## src/rtl/wb_cmd_master.sv

```systemverilog
// Wishbone classic master: turns a ready/valid command into single-beat or
// incrementing-burst bus cycles, with one response per beat and a per-beat ack timeout.
module wb_cmd_master #(
    parameter int TIMEOUT_W = 8,
    parameter int TIMEOUT   = 255
) (
    input  logic        wb_clk_i,
    input  logic        wb_rst_n_i,
    input  logic        cmd_valid_i,
    output logic        cmd_ready_o,
    input  logic        cmd_we_i,
    input  logic [31:0] cmd_adr_i,
    input  logic [31:0] cmd_dat_i,
    input  logic [3:0]  cmd_sel_i,
    input  logic [3:0]  cmd_len_i,
    output logic        wbm_cyc_o,
    output logic        wbm_stb_o,
    output logic        wbm_we_o,
    output logic [31:0] wbm_adr_o,
    output logic [31:0] wbm_dat_o,
    output logic [3:0]  wbm_sel_o,
    input  logic        wbm_ack_i,
    input  logic [31:0] wbm_dat_i,
    output logic        rsp_valid_o,
    output logic [31:0] rsp_dat_o,
    output logic        rsp_err_o,
    output logic        rsp_last_o,
    output logic        busy_o
);

    typedef enum logic [1:0] {IDLE, ACCESS, GAP} state_t;

    localparam logic [TIMEOUT_W-1:0] WAIT_LAST = TIMEOUT_W'(TIMEOUT - 1);

    state_t               state, state_d;
    logic [3:0]           beat_cnt, beat_cnt_d;
    logic [TIMEOUT_W-1:0] wait_cnt, wait_cnt_d;
    logic                 we_q, we_d;
    logic [31:0]          adr_q, adr_d;
    logic [31:0]          dat_q, dat_d;
    logic [3:0]           sel_q, sel_d;
    logic                 cyc_q, cyc_d;
    logic                 stb_q, stb_d;
    logic                 rsp_valid_q, rsp_valid_d;
    logic [31:0]          rsp_dat_q, rsp_dat_d;
    logic                 rsp_err_q, rsp_err_d;
    logic                 rsp_last_q, rsp_last_d;

    // Next-state and next-output logic; every bus-facing output is a flop.
    always_comb begin
        state_d     = state;
        beat_cnt_d  = beat_cnt;
        wait_cnt_d  = wait_cnt;
        we_d        = we_q;
        adr_d       = adr_q;
        dat_d       = dat_q;
        sel_d       = sel_q;
        cyc_d       = cyc_q;
        stb_d       = stb_q;
        rsp_valid_d = 1'b0;
        rsp_dat_d   = 32'h0;
        rsp_err_d   = 1'b0;
        rsp_last_d  = 1'b0;

        case (state)
            IDLE: begin
                if (cmd_valid_i) begin
                    we_d       = cmd_we_i;
                    adr_d      = cmd_adr_i;
                    dat_d      = cmd_we_i ? cmd_dat_i : 32'h0;
                    sel_d      = cmd_sel_i;
                    beat_cnt_d = cmd_len_i;
                    wait_cnt_d = '0;
                    cyc_d      = 1'b1;
                    stb_d      = 1'b1;
                    state_d    = ACCESS;
                end
            end
            ACCESS: begin
                if (wbm_ack_i) begin
                    rsp_valid_d = 1'b1;
                    rsp_last_d  = (beat_cnt == 4'd0);
                    rsp_dat_d   = we_q ? 32'h0 : wbm_dat_i;
                    stb_d       = 1'b0;
                    if (beat_cnt == 4'd0) begin
                        cyc_d   = 1'b0;
                        state_d = IDLE;
                    end else begin
                        beat_cnt_d = beat_cnt - 4'd1;
                        adr_d      = adr_q + 32'd4;
                        state_d    = GAP;
                    end
                end else if (wait_cnt == WAIT_LAST) begin
                    // Timeout abandons the remaining beats of the burst.
                    rsp_valid_d = 1'b1;
                    rsp_err_d   = 1'b1;
                    rsp_last_d  = 1'b1;
                    cyc_d       = 1'b0;
                    stb_d       = 1'b0;
                    state_d     = IDLE;
                end else begin
                    wait_cnt_d = wait_cnt + 1'b1;
                end
            end
            GAP: begin
                stb_d      = 1'b1;
                wait_cnt_d = '0;
                state_d    = ACCESS;
            end
            default: begin
                cyc_d   = 1'b0;
                stb_d   = 1'b0;
                state_d = IDLE;
            end
        endcase
    end

    always_ff @(posedge wb_clk_i) begin
        if (!wb_rst_n_i) begin
            state       <= IDLE;
            beat_cnt    <= 4'd0;
            wait_cnt    <= '0;
            we_q        <= 1'b0;
            adr_q       <= 32'h0;
            dat_q       <= 32'h0;
            sel_q       <= 4'h0;
            cyc_q       <= 1'b0;
            stb_q       <= 1'b0;
            rsp_valid_q <= 1'b0;
            rsp_dat_q   <= 32'h0;
            rsp_err_q   <= 1'b0;
            rsp_last_q  <= 1'b0;
        end else begin
            state       <= state_d;
            beat_cnt    <= beat_cnt_d;
            wait_cnt    <= wait_cnt_d;
            we_q        <= we_d;
            adr_q       <= adr_d;
            dat_q       <= dat_d;
            sel_q       <= sel_d;
            cyc_q       <= cyc_d;
            stb_q       <= stb_d;
            rsp_valid_q <= rsp_valid_d;
            rsp_dat_q   <= rsp_dat_d;
            rsp_err_q   <= rsp_err_d;
            rsp_last_q  <= rsp_last_d;
        end
    end

    // Ready is gated by the reset input so nothing is accepted while reset is held.
    assign cmd_ready_o = (state == IDLE) && wb_rst_n_i;
    assign busy_o      = (state != IDLE);
    assign wbm_cyc_o   = cyc_q;
    assign wbm_stb_o   = stb_q;
    assign wbm_we_o    = we_q;
    assign wbm_adr_o   = adr_q;
    assign wbm_dat_o   = dat_q;
    assign wbm_sel_o   = sel_q;
    assign rsp_valid_o = rsp_valid_q;
    assign rsp_dat_o   = rsp_dat_q;
    assign rsp_err_o   = rsp_err_q;
    assign rsp_last_o  = rsp_last_q;

endmodule

```

## config.mk

```make
export PLATFORM = sky130hd
export DESIGN_NAME = wb_cmd_master
export DESIGN_NICKNAME = d
export VERILOG_FILES = /design/src/rtl/wb_cmd_master.sv
export SDC_FILE = /design/constraint.sdc
export NUM_CORES = 1
export LEC_CHECK = 0
export BUFFER_PORTS_ARGS = -buffer_cell sky130_fd_sc_hd__buf_2
export CAP_MARGIN = 40
export CORE_MARGIN = 10
export CORE_UTILIZATION = 51
export DETAILED_ROUTE_END_ITERATION = 10
export PLACE_DENSITY = 0.94
export RECOVER_POWER = 100
export SLEW_MARGIN = 20
export SYNTH_ARGS = -nofsm -noshare
export SYNTH_HDL_FRONTEND = slang
export SYNTH_SLANG_ARGS = --single-unit
```

## constraint.sdc

```tcl
create_clock -name wb_clk_i -period 4.81 [get_ports wb_clk_i]
set_clock_uncertainty 0.05 [all_clocks]
set_input_delay 0.962 -clock wb_clk_i [delete_from_list [all_inputs] [get_ports wb_clk_i]]
set_output_delay 0.962 -clock wb_clk_i [all_outputs]
set_load 0.01 [all_outputs]
```

==> results of run 1 <==
## worst register-to-register path, cell delays in order, from the launching register on
cell      delay (ps)
dfxtp_1          610
nor2b_2          220
clkbuf_1        1180
a31oi_1          260
or3_1            490
or4_1            420
a31oi_1          170
## cells in the mapped netlist, types with 6 or more instances
master and count:
a21oi_1 67, a31oi_1 9, and2_1 37, and3_1 10, buf_2 6, clkbuf_1 39, dfxtp_1 119, inv_1 6
nand2_1 81, nand3_1 53, nand4_1 9, nor2_1 29, nor3_1 13, nor3b_1 6, o21ai_0 30
## metrics by stage
stage	hold slack, ps	setup WS (ps)	instance area (um^2)	util
finish	401	1300	6610	0.682
global route	416	1080	6610	0.682
CTS	400	2180	6770	0.699
detailed placement	392	1660	6160	0.636
global placement	385	1740	6130	0.633
floorplan	395	2340	5000	-
## kinds of logic (layout without fill, tap and decap cells)
kind of cell / after synthesis / count (layout)
adder cells (fa/ha/maj): 4 / 4
buffers and inverters: 52 / 262
flip-flops: 119 / 119
AND/OR/NAND/NOR: 265 / 265
other: 0 / 2
multiplexers: 2 / 2
XOR/XNOR: 5 / 5
AO/OA/AOI/OAI: 157 / 157
## placed cells by master, fill, tap and decap left out, types with 3 or more instances in the layout
| cell | count |
|---|---|
| a21o_1 | 3 |
| dfxtp_1 | 119 |
| buf_4 | 4 |
| clkbuf_1 | 111 |
| o22ai_1 | 3 |
| nand2_1 | 81 |
| bufinv_16 | 4 |
| ha_1 | 4 |
| xor2_1 | 5 |
| or2_2 | 3 |
| a311oi_1 | 5 |
| nor3b_1 | 6 |
| or3_1 | 6 |
| clkinv_4 | 4 |
| and2_1 | 28 |
| a211oi_1 | 5 |
| inv_1 | 6 |
| o211ai_1 | 4 |
| nand3_1 | 53 |
| nor4_1 | 5 |
| o21ai_0 | 30 |
| o2111ai_1 | 3 |
| clkinvlp_4 | 3 |
| a22oi_1 | 5 |
| nor2_1 | 29 |
| nand4_1 | 9 |
| a21oi_1 | 67 |
| buf_2 | 108 |
| a31oi_1 | 9 |
| o31ai_1 | 4 |
| and2_0 | 9 |
| and3_1 | 10 |
| clkbuf_16 | 16 |
| nor3_1 | 13 |
## registers in the layout, summed over array words and instances, names as in the netlist, 2 cells and up
name / flops
state: 2
wbm_dat_o: 32
rsp_dat_o: 32
wait_cnt: 8
wbm_adr_o: 32
wbm_sel_o: 4
beat_cnt: 4
## power groups by stage
| stage | clock network, uW | logic (uW) | registers [uW] |
|---|---|---|---|
| 2_1_floorplan | 0 | 174 | 1120 |
| 5_1_grt | 1370 | 356 | 1100 |
| 4_1_cts | 1310 | 337 | 1090 |
| 3_3_place_gp | 0 | 324 | 1100 |
| 6_report | 1310 | 321 | 1090 |
| 3_5_place_dp | 0 | 334 | 1110 |
## area by class of cell
type,instances,area (um^2),area share
diodes,2,5.00,0.000758
clock buffers,17,414,0.0627
clock inverters,14,200,0.0303
inverters,7,26.3,0.00398
multi-input cells,433,2410,0.365
flip-flops and latches,119,2380,0.361
well taps,133,166,0.0252
repair buffers,224,998,0.151
## routing by layer
metal  wire, um  track usage  part of all wire  vias up
met4        378       0.0939             0.022        0
met1       6090        0.250              0.36     2422
met5          0            0                 0        -
met3       2150        0.107              0.13       33
met2       8220        0.374              0.49      316
li1           -            -                 -     2564
## path summary, 6_finish.rpt
check | start | endpoint | slack, ps | depth (start not counted)
hold / removal | wbm_dat_o[14]$_SDFFE_PN0P_ | wbm_dat_o[14]$_SDFFE_PN0P_ | 400 | 2
setup / recovery | cmd_valid_i | wbm_adr_o[31]$_SDFFE_PN0P_ | 1300 | 7
setup reg to reg | state[0]$_SDFFE_PN0P_ | wbm_adr_o[25]$_SDFFE_PN0P_ | 1330 | 6
hold reg to reg | wbm_dat_o[14]$_SDFFE_PN0P_ | wbm_dat_o[14]$_SDFFE_PN0P_ | 400 | 2
==> summary.txt, run 1 <==
Total power draw: 2720 uW
Initial cell density of the core: 0.516
Share of synthesized registers carrying an async set or reset: 0
Distinct cell type count after synthesis: 55
Drt wl/cell: 17.7 um
Post-Syn Nets: 717
Chip Height: 119 um
Worst-case clock buffer depth: 2
Antenna-violating nets left: 0
Number of failing hold endpoints at the final stage: 0
Clock latency at the later pin of the worst-skew pair: 500 ps
Count of endpoints failing setup in the final report: 0
Aggregate global routing overflow: 0
Type of the worst setup path: input port to flip-flop
Violations in the final reports: max-capacitance violations, max-slew violations
DRC viols: 0
Part of the Yosys area used for sequential elements: 0.476
Switching share of power: 0.264
Mapped Cells: 604
Cell area after technology mapping: 5000 um^2
Max Freq: 285 MHz
Antenna violations before repair: 2
Path type of the worst min-delay path: flip-flop to flip-flop
Min Clock Period, post-route: 3510 ps
Count of final max-slew check failures: 113
Inst Count DP: 915
List of cells traversed by the critical path: buf_2, nor3b_4, clkbuf_1, a21oi_1, o21a_1, o21ai_0, o311ai_0
DR vias: 5335
Cell at the root of the clock tree: clkbuf_8
Area of the die: 14200 um^2
Power Density: 411 nW/um^2
Number of warning messages in the yosys log: 0
Kind of end point of the critical path: flip-flop
Buffering stage count on the worst path with inverters included: 2
Vias per std cell: 5.62
Post-CTS clock slew at the launch and capture registers of the worst setup and hold paths: 60 ps
Combinational Power Share: 0.118
Kind of cell adding the most delay to the critical path: buffers and inverters
Row Count: 36
Vias in the first global route: 5267
Hold-fix buffers at CTS: 0
I/O pin count: 217
Synthesis-stage register bit count: 119
Number of max-cap violations: 3
Sequential share of power: 0.401
Crit-path max cell delay: 1210 ps
Synth Area in Adders: 0.0100
CTS Sinks: 119
Multiplexer area fraction after synthesis: 0.00400
H-tree Lvls: 4
Sum of net half-perimeters after detailed placement: 11900 um
Proportion of layout cells with a drive suffix above 1: 0.190
Pin count of the biggest net entering global routing: 64
Crit-path slowest cell: clkbuf_1
Relative area change from synthesis to final layout: 32.1%
Chip Width: 119 um
Worst-Margin Slew: 1640 ps
Global-route usage over all layers: 0.228
Critical Path AT: 3790 ps
Share of the synthesized area in the top cell type: 0.476
Clock network fraction of design power: 0.481
Final routed wirelength across all metal layers: 16800 um
Placeable core area: 9680 um^2
Run status: complete, but fails checks
Post-route non-filler standard cell count: 949
Post-CTS Setup Inserts: 0
Number of I/O port buffers: 216
Fill cells: 848
Global-route wire length before repair: 27000 um
Number of gates resized after cts: 0
Switching Power: 717 uW
TritonCTS clock tree: yes
Leading cell types by total area after synthesis: dfxtp_1, a21oi_1, nand2_1, nand3_1, and2_1
Mean cell area of the mapped netlist: 8.28 um^2
Main synth FF type: dfxtp_1
Internal cell power: 2000 uW
Relative slew margins: -0.0951
Summed negative setup slack over all endpoints: 0 ps
Routability cong.: 0.871
VDD IR-drop max: 0.000362 V
Lkg Pwr: 0.00256 uW
XOR/XNOR Fraction of Synth Area: 0.00876
First drt pass iteration count: 5
Yosys top cell by area: dfxtp_1
Startpoint Class: input port
Period utilisation layout: 0.729
EDFF count, synth: 0
RSZ-0062 raised after global routing: no
Required time of the critical path: 5100 ps
Share of synthesized cell area in and, or, nand and nor gates: 0.269
Clock buffer count from CTS: 17
Compound-cell area share of the yosys netlist: 0.191
Maximum fanout along the worst path: 35
Main combinational cell family by area after synthesis: simple AND/OR/NAND/NOR gates
Number of DRC markers after the initial detailed-route iteration: 539
Fin nets: 915
(Power assumes the default switching activity.)
==> run 2, diff against run 1 <==
--- a/config.mk
+++ b/config.mk
@@ -8,9 +8,9 @@
 export BUFFER_PORTS_ARGS = -buffer_cell sky130_fd_sc_hd__buf_2
 export CAP_MARGIN = 40
 export CORE_MARGIN = 10
-export CORE_UTILIZATION = 51
+export CORE_UTILIZATION = 43
 export DETAILED_ROUTE_END_ITERATION = 10
-export PLACE_DENSITY = 0.94
+export PLACE_DENSITY = 0.85
 export RECOVER_POWER = 100
 export SLEW_MARGIN = 20
 export SYNTH_ARGS = -nofsm -noshare
==> constraint.sdc (replaced) <==
create_clock -name wb_clk_i -period 3 [get_ports wb_clk_i]
set_clock_uncertainty 0.05 [all_clocks]
set_input_delay 0.6 -clock wb_clk_i [delete_from_list [all_inputs] [get_ports wb_clk_i]]
set_output_delay 0.6 -clock wb_clk_i [all_outputs]
set_load 0.01 [all_outputs]
==> run 2 against run 1 <==
  * The run now ends clean
  * Critical path depth fell by 1
  * Sequential power grew 61%
  * First-iteration DRC count shrank 13%
==> summary.txt, run 2 (synthesis results as in run 1) <==
Area of the die: 16300 um^2 (+15%)
Worst r2r path cells: 6 (unchanged)
Startpoint Class: flip-flop
Clock buffer count from CTS: 17 (unchanged)
Internal cell power: 3170 uW (+58%)
Routability cong.: 0.936 (+7.4%)
Combinational Power Share: 0.120 (+0.002)
CTS Sinks: 119 (unchanged)
Hold wc startpoint: wbm_dat_i[2]
TritonCTS clock tree: yes
Clock network fraction of design power: 0.475 (-0.006)
I/O pin count: 217 (unchanged)
Type of the worst setup path: flip-flop to flip-flop
Relative area change from synthesis to final layout: 32.7%
Reg2reg setup slack: 460 ps (-870 ps)
Number of I/O port buffers: 216 (unchanged)
Antenna-violating nets left: 0 (unchanged)
VDD IR-drop max: 0.000476 V (+32%)
Final routed wirelength across all metal layers: 16700 um (-0.76%)
Global-route wire length before repair: 26600 um (-1.6%)
Maximum fanout along the worst path: 32 (-8.6%)
Commonest cells after routing, fill and taps aside: dfxtp_1, clkbuf_1, buf_2
Worst-Margin Slew: 814 ps (-828 ps)
Sum of net half-perimeters after detailed placement: 12000 um (+1.2%)
Drt wl/cell: 17.4 um (-2.1%)
Path type of the worst min-delay path: input port to flip-flop
Number of max-cap violations: 0 (-3)
Switching share of power: 0.265 (+0.00187)
Critical Path AT: 2830 ps (-960 ps)
Final antenna diode count: 0 (-2)
Fin nets: 919 (+0.44%)
Vias in the first global route: 5174 (-1.8%)
Post-route non-filler standard cell count: 962 (+1.4%)
Aggregate global routing overflow: 0 (unchanged)
RSZ-0062 raised after global routing: no
Global-route usage over all layers: 0.200 (-0.0282)
Post-CTS clock slew at the launch and capture registers of the worst setup and hold paths: 60 ps (about the same)
Clock latency at the later pin of the worst-skew pair: 410 ps (-90 ps)
Relative slew margins: 0.457 (+0.552)
First drt pass iteration count: 8 (+3)
Power Density: 650 nW/um^2 (+58%)
Count of final max-slew check failures: 0 (-100%)
Hold-fix buffers at CTS: 0 (unchanged)
Lkg Pwr: 0.00259 uW (+1.0%)
DR vias: 5338 (+0.056%)
H-tree Lvls: 4 (unchanged)
Switching Power: 1150 uW (+60%)
Hold Crit Depth: 2 (unchanged)
Kind of end point of the critical path: flip-flop
Pin count of the biggest net entering global routing: 64 (unchanged)
Row Count: 39 (+8.3%)
Min Clock Period, post-route: 2540 ps
Initial cell density of the core: 0.438 (-0.0784)
Run status: finished clean
Vias per std cell: 5.55 (-1.3%)
Terminus of the critical flop-to-flop path: rsp_dat_o[4]$_SDFF_PP0_
Cell at the root of the clock tree: clkbuf_16
Number of gates resized after cts: 0 (unchanged)
Required time of the critical path: 3300 ps (-1800 ps)
Reg-to-reg startpoint: state[0]$_SDFFE_PN0P_
Most common cell after layout, fill and taps aside: dfxtp_1
Hold Crit Endpoint: rsp_dat_o[2]$_SDFF_PP0_
DRC viols: 0 (unchanged)
Number of failing hold endpoints at the final stage: 0 (unchanged)
Placeable core area: 11400 um^2 (+18%)
Summed negative setup slack over all endpoints: 0 ps (unchanged)
Period utilisation layout: 0.846
Fill cells: 1076 (+27%)
Proportion of layout cells with a drive suffix above 1: 0.198 (+0.00738)
Antenna violations before repair: 0 (-2)
Number of DRC markers after the initial detailed-route iteration: 469 (-13%)
Worst slack on hold paths: 335 ps (-66.1 ps)
Worst-case clock buffer depth: 2 (unchanged)
Inst Count DP: 930 (+1.6%)
Count of endpoints failing setup in the final report: 0 (unchanged)
Post-CTS Setup Inserts: 0 (unchanged)
Max Freq: 394 MHz
Sequential share of power: 0.405 (+0.004)
Chip Height: 128 um (+7.4%)
Chip Width: 128 um (+7.4%)
## run 2: cell count changes in the layout (fill, tap and decap cells not counted), sizes merged
cell,delta
bufinv,-1
clkinv,+5
clkinvlp,-1
inv,-2
diode,-2
clkbuf,-1
buf,+5
## run 2: power by group through the flow
stage / Clock [uW] / Sequential [uW] / Combinational, uW
2_1_floorplan: 0 / 1790 / 279
3_3_place_gp: 0 / 1770 / 533
3_5_place_dp: 0 / 1770 / 541
4_1_cts: 2090 / 1740 / 545
5_1_grt: 2170 / 1760 / 577
6_report: 2050 / 1750 / 520
## run 2: stage by stage
| stage | instance area (um^2) | total power, uW | setup slack, ps | util |
|---|---|---|---|---|
| detailed placement | 6190 | 2310 | 672 | 0.542 |
| finish | 6640 | 4310 | 463 | 0.581 |
| floorplan | 5000 | 2070 | 930 | - |
| global route | 6640 | 4500 | 216 | 0.581 |
| CTS | 6800 | 4380 | 656 | 0.595 |
| global placement | 6190 | 2300 | 714 | 0.542 |
## run 2: final cells by class
type | count | area [um^2] | area share
sequential | 119 | 2380 | 0.359
timing repair buffer | 228 | 1030 | 0.155
multi-input combinational | 433 | 2410 | 0.364
clock inverter | 15 | 181 | 0.0273
inverter | 7 | 26.3 | 0.00396
clock buffer | 17 | 425 | 0.0641
tap | 143 | 179 | 0.0270
## run 2: worst max-delay path by stage
stage / from / to / depth (start not counted)
after floorplan: beat_cnt[0]$_SDFFE_PN0P_ / wbm_adr_o[20]$_SDFFE_PN0P_ / 8
after global placement: state[0]$_SDFFE_PN0P_ / wbm_adr_o[25]$_SDFFE_PN0P_ / 5
after detailed placement: state[0]$_SDFFE_PN0P_ / wbm_adr_o[25]$_SDFFE_PN0P_ / 5
after CTS: state[0]$_SDFFE_PN0P_ / wbm_adr_o[25]$_SDFFE_PN0P_ / 5
after global routing: state[0]$_SDFFE_PN0P_ / rsp_dat_o[10]$_SDFF_PP0_ / 6
final: state[0]$_SDFFE_PN0P_ / rsp_dat_o[4]$_SDFF_PP0_ / 6
## run 2: per-layer routing
| metal | vias up | wire length (um) | global-route usage |
|---|---|---|---|
| met4 | 0 | 385 | 0.0775 |
| met1 | 2429 | 6140 | 0.222 |
| li1 | 2567 | - | - |
| met3 | 38 | 2260 | 0.103 |
| met2 | 304 | 7920 | 0.318 |
| met5 | - | 0 | 0 |
## run 2: worst max-delay path: stages (launching register included)
cell,delay [ps]
dfxtp_1,610
nor2b_2,470
clkbuf_1,380
nand2_1,280
nor3_1,210
buf_4,280
and2_0,180
